**src/rtl/mult_div_unit.sv**
```systemverilog
// Iterative multiply/divide unit with architectural HI/LO registers.
// Runs one shift-add or restoring-divide step per cycle, then a single sign-fixup cycle.
module mult_div_unit #(
  parameter int WIDTH = 32
) (
  input  logic             clk,
  input  logic             rst_n,
  input  logic             start,
  input  logic [1:0]       op,
  input  logic [WIDTH-1:0] operand_a,
  input  logic [WIDTH-1:0] operand_b,
  input  logic             hi_we,
  input  logic             lo_we,
  input  logic [WIDTH-1:0] move_data,
  output logic             busy,
  output logic             done,
  output logic             div_by_zero,
  output logic [WIDTH-1:0] hi,
  output logic [WIDTH-1:0] lo
);

  localparam int CW = (WIDTH > 1) ? $clog2(WIDTH) : 1;

  typedef enum logic [1:0] {IDLE, RUN, FIX} state_e;

  state_e               state_q, state_d;
  logic [1:0]           op_q, op_d;
  logic                 sign_a_q, sign_a_d, sign_b_q, sign_b_d;
  logic [WIDTH-1:0]     m_q, m_d;         // multiplicand (mult) or divisor (div) magnitude
  logic [2*WIDTH-1:0]   acc_q, acc_d;     // {product_hi, product_lo} or {remainder, quotient}
  logic [CW-1:0]        count_q, count_d;
  logic [WIDTH-1:0]     hi_q, hi_d, lo_q, lo_d;
  logic                 done_q, done_d, dbz_q, dbz_d, busy_q, busy_d;

  logic [WIDTH-1:0]     a_mag, b_mag;
  logic [WIDTH:0]       mul_sum, rem_shift, trial;
  logic [2*WIDTH-1:0]   mul_step, div_step, prod_fix;
  logic [WIDTH-1:0]     quot_fix, rem_fix;

  assign a_mag = (op[0] && operand_a[WIDTH-1]) ? -operand_a : operand_a;
  assign b_mag = (op[0] && operand_b[WIDTH-1]) ? -operand_b : operand_b;

  // Shift-add: add multiplicand into the upper half when the current multiplier bit is set.
  assign mul_sum  = {1'b0, acc_q[2*WIDTH-1:WIDTH]} + {1'b0, (acc_q[0] ? m_q : '0)};
  assign mul_step = {mul_sum, acc_q[WIDTH-1:1]};

  // Restoring divide: quotient bits shift in at the bottom as dividend bits shift out the top.
  assign rem_shift = {acc_q[2*WIDTH-1:WIDTH], acc_q[WIDTH-1]};
  assign trial     = rem_shift - {1'b0, m_q};
  assign div_step  = trial[WIDTH] ? {rem_shift[WIDTH-1:0], acc_q[WIDTH-2:0], 1'b0}
                                  : {trial[WIDTH-1:0],     acc_q[WIDTH-2:0], 1'b1};

  assign prod_fix = (sign_a_q ^ sign_b_q) ? -acc_q : acc_q;
  assign quot_fix = (sign_a_q ^ sign_b_q) ? -acc_q[WIDTH-1:0] : acc_q[WIDTH-1:0];
  assign rem_fix  = sign_a_q ? -acc_q[2*WIDTH-1:WIDTH] : acc_q[2*WIDTH-1:WIDTH];

  // NOTE: every always_comb output gets a default first so no path can infer a latch.
  always_comb begin
    state_d  = state_q;
    op_d     = op_q;
    sign_a_d = sign_a_q;
    sign_b_d = sign_b_q;
    m_d      = m_q;
    acc_d    = acc_q;
    count_d  = count_q;
    hi_d     = hi_q;
    lo_d     = lo_q;
    done_d   = 1'b0;
    dbz_d    = dbz_q;
    unique case (state_q)
      IDLE: begin
        if (start) begin
          op_d     = op;
          sign_a_d = op[0] & operand_a[WIDTH-1];
          sign_b_d = op[0] & operand_b[WIDTH-1];
          m_d      = op[1] ? b_mag : a_mag;
          acc_d    = {{WIDTH{1'b0}}, (op[1] ? a_mag : b_mag)};
          count_d  = '0;
          state_d  = RUN;
        end else begin
          if (hi_we) hi_d = move_data;
          if (lo_we) lo_d = move_data;
        end
      end
      RUN: begin
        acc_d   = op_q[1] ? div_step : mul_step;
        count_d = count_q + CW'(1);
        if (count_q == CW'(WIDTH - 1)) state_d = FIX;
      end
      FIX: begin
        if (op_q[1]) begin
          hi_d = rem_fix;
          lo_d = quot_fix;
        end else begin
          hi_d = prod_fix[2*WIDTH-1:WIDTH];
          lo_d = prod_fix[WIDTH-1:0];
        end
        done_d  = 1'b1;
        dbz_d   = op_q[1] && (m_q == '0);
        state_d = IDLE;
      end
      default: state_d = IDLE;
    endcase
    busy_d = (state_d != IDLE);
  end

  // NOTE: sequential state uses non-blocking assignments so all flops update together.
  always_ff @(posedge clk or negedge rst_n) begin
    if (!rst_n) begin
      state_q  <= IDLE;
      op_q     <= '0;
      sign_a_q <= 1'b0;
      sign_b_q <= 1'b0;
      m_q      <= '0;
      acc_q    <= '0;
      count_q  <= '0;
      hi_q     <= '0;
      lo_q     <= '0;
      done_q   <= 1'b0;
      dbz_q    <= 1'b0;
      busy_q   <= 1'b0;
    end else begin
      state_q  <= state_d;
      op_q     <= op_d;
      sign_a_q <= sign_a_d;
      sign_b_q <= sign_b_d;
      m_q      <= m_d;
      acc_q    <= acc_d;
      count_q  <= count_d;
      hi_q     <= hi_d;
      lo_q     <= lo_d;
      done_q   <= done_d;
      dbz_q    <= dbz_d;
      busy_q   <= busy_d;
    end
  end

  assign busy        = busy_q;
  assign done        = done_q;
  assign div_by_zero = dbz_q;
  assign hi          = hi_q;
  assign lo          = lo_q;

endmodule

```
**config.mk**
```make
export PLATFORM = sky130hd
export DESIGN_NAME = mult_div_unit
export DESIGN_NICKNAME = d
export VERILOG_FILES = /design/src/rtl/mult_div_unit.sv
export SDC_FILE = /design/constraint.sdc
export NUM_CORES = 1
export LEC_CHECK = 0
export ABC_CLOCK_PERIOD_IN_PS = 8900
export CAP_MARGIN = 5
export CORE_ASPECT_RATIO = 1.4
export CORE_MARGIN = 3
export CORE_UTILIZATION = 45
export CTS_CLUSTER_SIZE = 20
export DETAILED_ROUTE_END_ITERATION = 8
export GPL_TIMING_DRIVEN = 0
export PLACE_DENSITY = 0.66
export SLEW_MARGIN = 20
export SYNTH_ARGS = -nofsm -noshare
export SYNTH_HDL_FRONTEND = slang
export SYNTH_SLANG_ARGS = --single-unit
```
**constraint.sdc**
```tcl
create_clock -name clk -period 8.9 [get_ports clk]
set_clock_uncertainty 0.1 [all_clocks]
set_input_delay 1.78 -clock clk [delete_from_list [all_inputs] [get_ports clk]]
set_output_delay 1.78 -clock clk [all_outputs]
set_load 0.02 [all_outputs]
```
==> qor.txt <==
Placed Cells - 2539
Finished Layout Cells - 2571
setup TNS - 0 ns
CP dominant cell by count - nor2_1
first-pass detailed-route iteration total - 6
peak supply drop - 192 uV
vias per inst - 6.13
DRT iter0 DRCs - 1212
Net Count, Synth - 2104
Rows - 78
Initial Util - 0.459
Reg clk slew, reported paths - 0.08 ns
fin crit period - 5.06 ns
CP Class - in2reg
ys async rst share - 1.00
synth cell count leaders - nor2_1, nand2_1, o21ai_0
top area cells in the synthesized netlist - dfrtp_1, o21ai_0, a21oi_1, ha_1, nor2_1
M2 GR Usage - 0.596
Placed Area - 0.0172 mm^2
largest net degree at the start of global routing - 89
YS warnings - 0
drt wl/cell - 23.3 um
grt ovf - 0
final setup violation count - 0
initial antenna violation count - 0
combinational share of power - 0.673
die area - 0.0354 mm^2
global-route wire length before repair - 91700 um
clock tree root buffer cell - clkbuf_16
met3 Use GR - 0.0406
DRT antenna net count - 0
internal power - 3.49 mW
share of the synthesized area in the top cell type - 0.291
relative max-transition margin - 0.405
P&R area growth vs syn - 19.3%
register area share after synthesis - 0.291
final setup margin - 3.84 ns
CP peak stage delay - 0.61 ns
CP arrival - 5.36 ns
Synth Flop Type - dfrtp_1
layout cells sized above 1 - 0.0305
CP Cell Sequence - clkdlybuf4s50_1, or4_1, or3_1, or4_1, nor2_1, nor2_1, xor2_1, nor2_1, a211oi_1, o22a_1
Synth Area per Inst - 7.73 um^2
Crit Path Max Fanout - 5
Final Slew Violations - 0
Antenna Cells - 0
htree depth - 4
Vias - 15800
Port Buf Inserts - 168
post-CTS resize count - 0
Least-Margin Pin Slew - 0.892 ns
status - finished clean
chip width - 160 um
Final Cell Area - 0.0178 mm^2
number of synthesized flops with an enable pin - 0
power share of the clock group - 0.103
CTS tree - done
Total Wirelength - 59900 um
DRC violations left - 0
Die Ht - 221 um
Post-Syn Area - 0.0149 mm^2
Setup Slack @ Placement - 3.42 ns
hold_ws - 0.379 ns
post-layout util - 0.547
Net Sw Frac - 0.528
nets - 2293
CP endpoint kind - register
Worst Path Required - 9.20 ns
# IOs - 170
CP max-delay cell - a211oi_1
gr busiest metal - met2
Yosys reg bits - 173
maxcap violations - 0
clock sink count - 173
PwrDens - 416 mW/mm^2
hold_buf cts - 0
CORE AREA - 0.0325 mm^2
routability cong. - 0.981
DP HPWL - 49200 um
Total GRT Usage - 0.334
postcts setup bufs - 0
number of global-route vias before repair - 15600
LEAKAGE - 7.32 nW
post-synth top area cell - dfrtp_1
Bufs on Longest Clock Path - 2
Period Utilization, post-route - 0.569
CTS buffer count - 17
Synth cell types - 73
# fillers - 3259
Max Freq - 198 MHz
met1 Use GR - 0.385
RSZ-0062 raised after global routing - no
worst min-delay path class - reg2reg
most numerous cell in the Yosys netlist - nor2_1
Worst-Skew Late Latency - 0.47 ns
Psw - 3.91 mW
Final Power - 7.39 mW
sequential power share - 0.224
Hold Vio Cnt, Final - 0
Synth Instances - 1929
Startpoint Class - input port
cells by family (layout without fill, tap and decap cells):
| group | Yosys count | count (layout) | share of synthesized area |
|---|---|---|---|
| DFF | 173 | 173 | 0.291 |
| muxes | 69 | 69 | 0.0469 |
| adders and majority gates | 72 | 72 | 0.0615 |
| AOI/OAI and AO/OA | 648 | 648 | 0.268 |
| buffers and inverters | 176 | 378 | 0.0448 |
| and+or+nand+nor | 623 | 623 | 0.190 |
| xor gates and xnor gates | 168 | 168 | 0.0987 |
metal layers:
metal  routed length, um  share of wire  vias up
met3                3420          0.057      162
met1               22300           0.37     7554
met5                   0              0        -
met4                3620          0.060        0
met2               30500           0.51      686
li1                    -              -     7364
final cells by class:
cell class / count / area [um^2] / share of cell area
timing repair buffer: 170 / 1720 / 0.0967
sequential: 173 / 4330 / 0.243
clock buffer: 18 / 439 / 0.0247
buffer: 117 / 445 / 0.0251
clock inverter: 14 / 150 / 0.00844
inverter: 59 / 221 / 0.0125
multi-input combinational: 1580 / 9930 / 0.558
tap: 440 / 551 / 0.0310
worst paths after layout:
path                            depth (start not counted)                     to                  from  slack, ns
worst max-delay path                                   10  acc_q[23]$_DFFE_PN0P_          operand_b[7]       3.84
worst min-delay path                                    2      lo[7]$_DFFE_PN0P_     lo[7]$_DFFE_PN0P_       0.38
worst max register to register                         13  acc_q[60]$_DFFE_PN0P_  acc_q[0]$_DFFE_PN0P_       4.28
worst min register to register                          2      lo[7]$_DFFE_PN0P_     lo[7]$_DFFE_PN0P_       0.38
max in group asynchronous                               2  acc_q[50]$_DFFE_PN0P_                 rst_n       6.60
min in group asynchronous                               1   acc_q[8]$_DFFE_PN0P_                 rst_n       1.17
power groups by stage:
stage               logic (mW)  registers, mW  clock network (mW)
CTS                       4.92           1.64               0.769
detailed placement        4.90           1.66                   0
finish                    4.97           1.66               0.763
global placement          4.84           1.65                   0
global route              5.44           1.69               0.796
floorplan                 3.27           1.60                   0
registers in the layout, summed over array words and instances (netlist names):
signal       cells
busy             1
sign_b_q         1
state_q          2
op_q             1
hi              32
m_q             32
lo              32
acc_q           64
div_by_zero      1
done             1
sign_a_q         1
count_q          5
layout by cell type, fill, tap and decap left out, types with 43 or more instances in the layout:
master             n
a21oi_1          189
clkbuf_1         105
nor3_1            43
clkdlybuf4s50_1  167
nand2_1          207
dfrtp_1          173
xor2_1            77
o21ai_0          192
nor2_1           219
mux2i_1           63
ha_1              70
xnor2_1           91
inv_1             58
worst max-delay path: cells and delay by family:
family / cells / cell delay, ns
simple gates: 6 / 2.02
compound gates: 2 / 0.86
buf+inv: 1 / 0.48
xor+xnor: 1 / 0.22
Power figures use the tool's default switching activity.
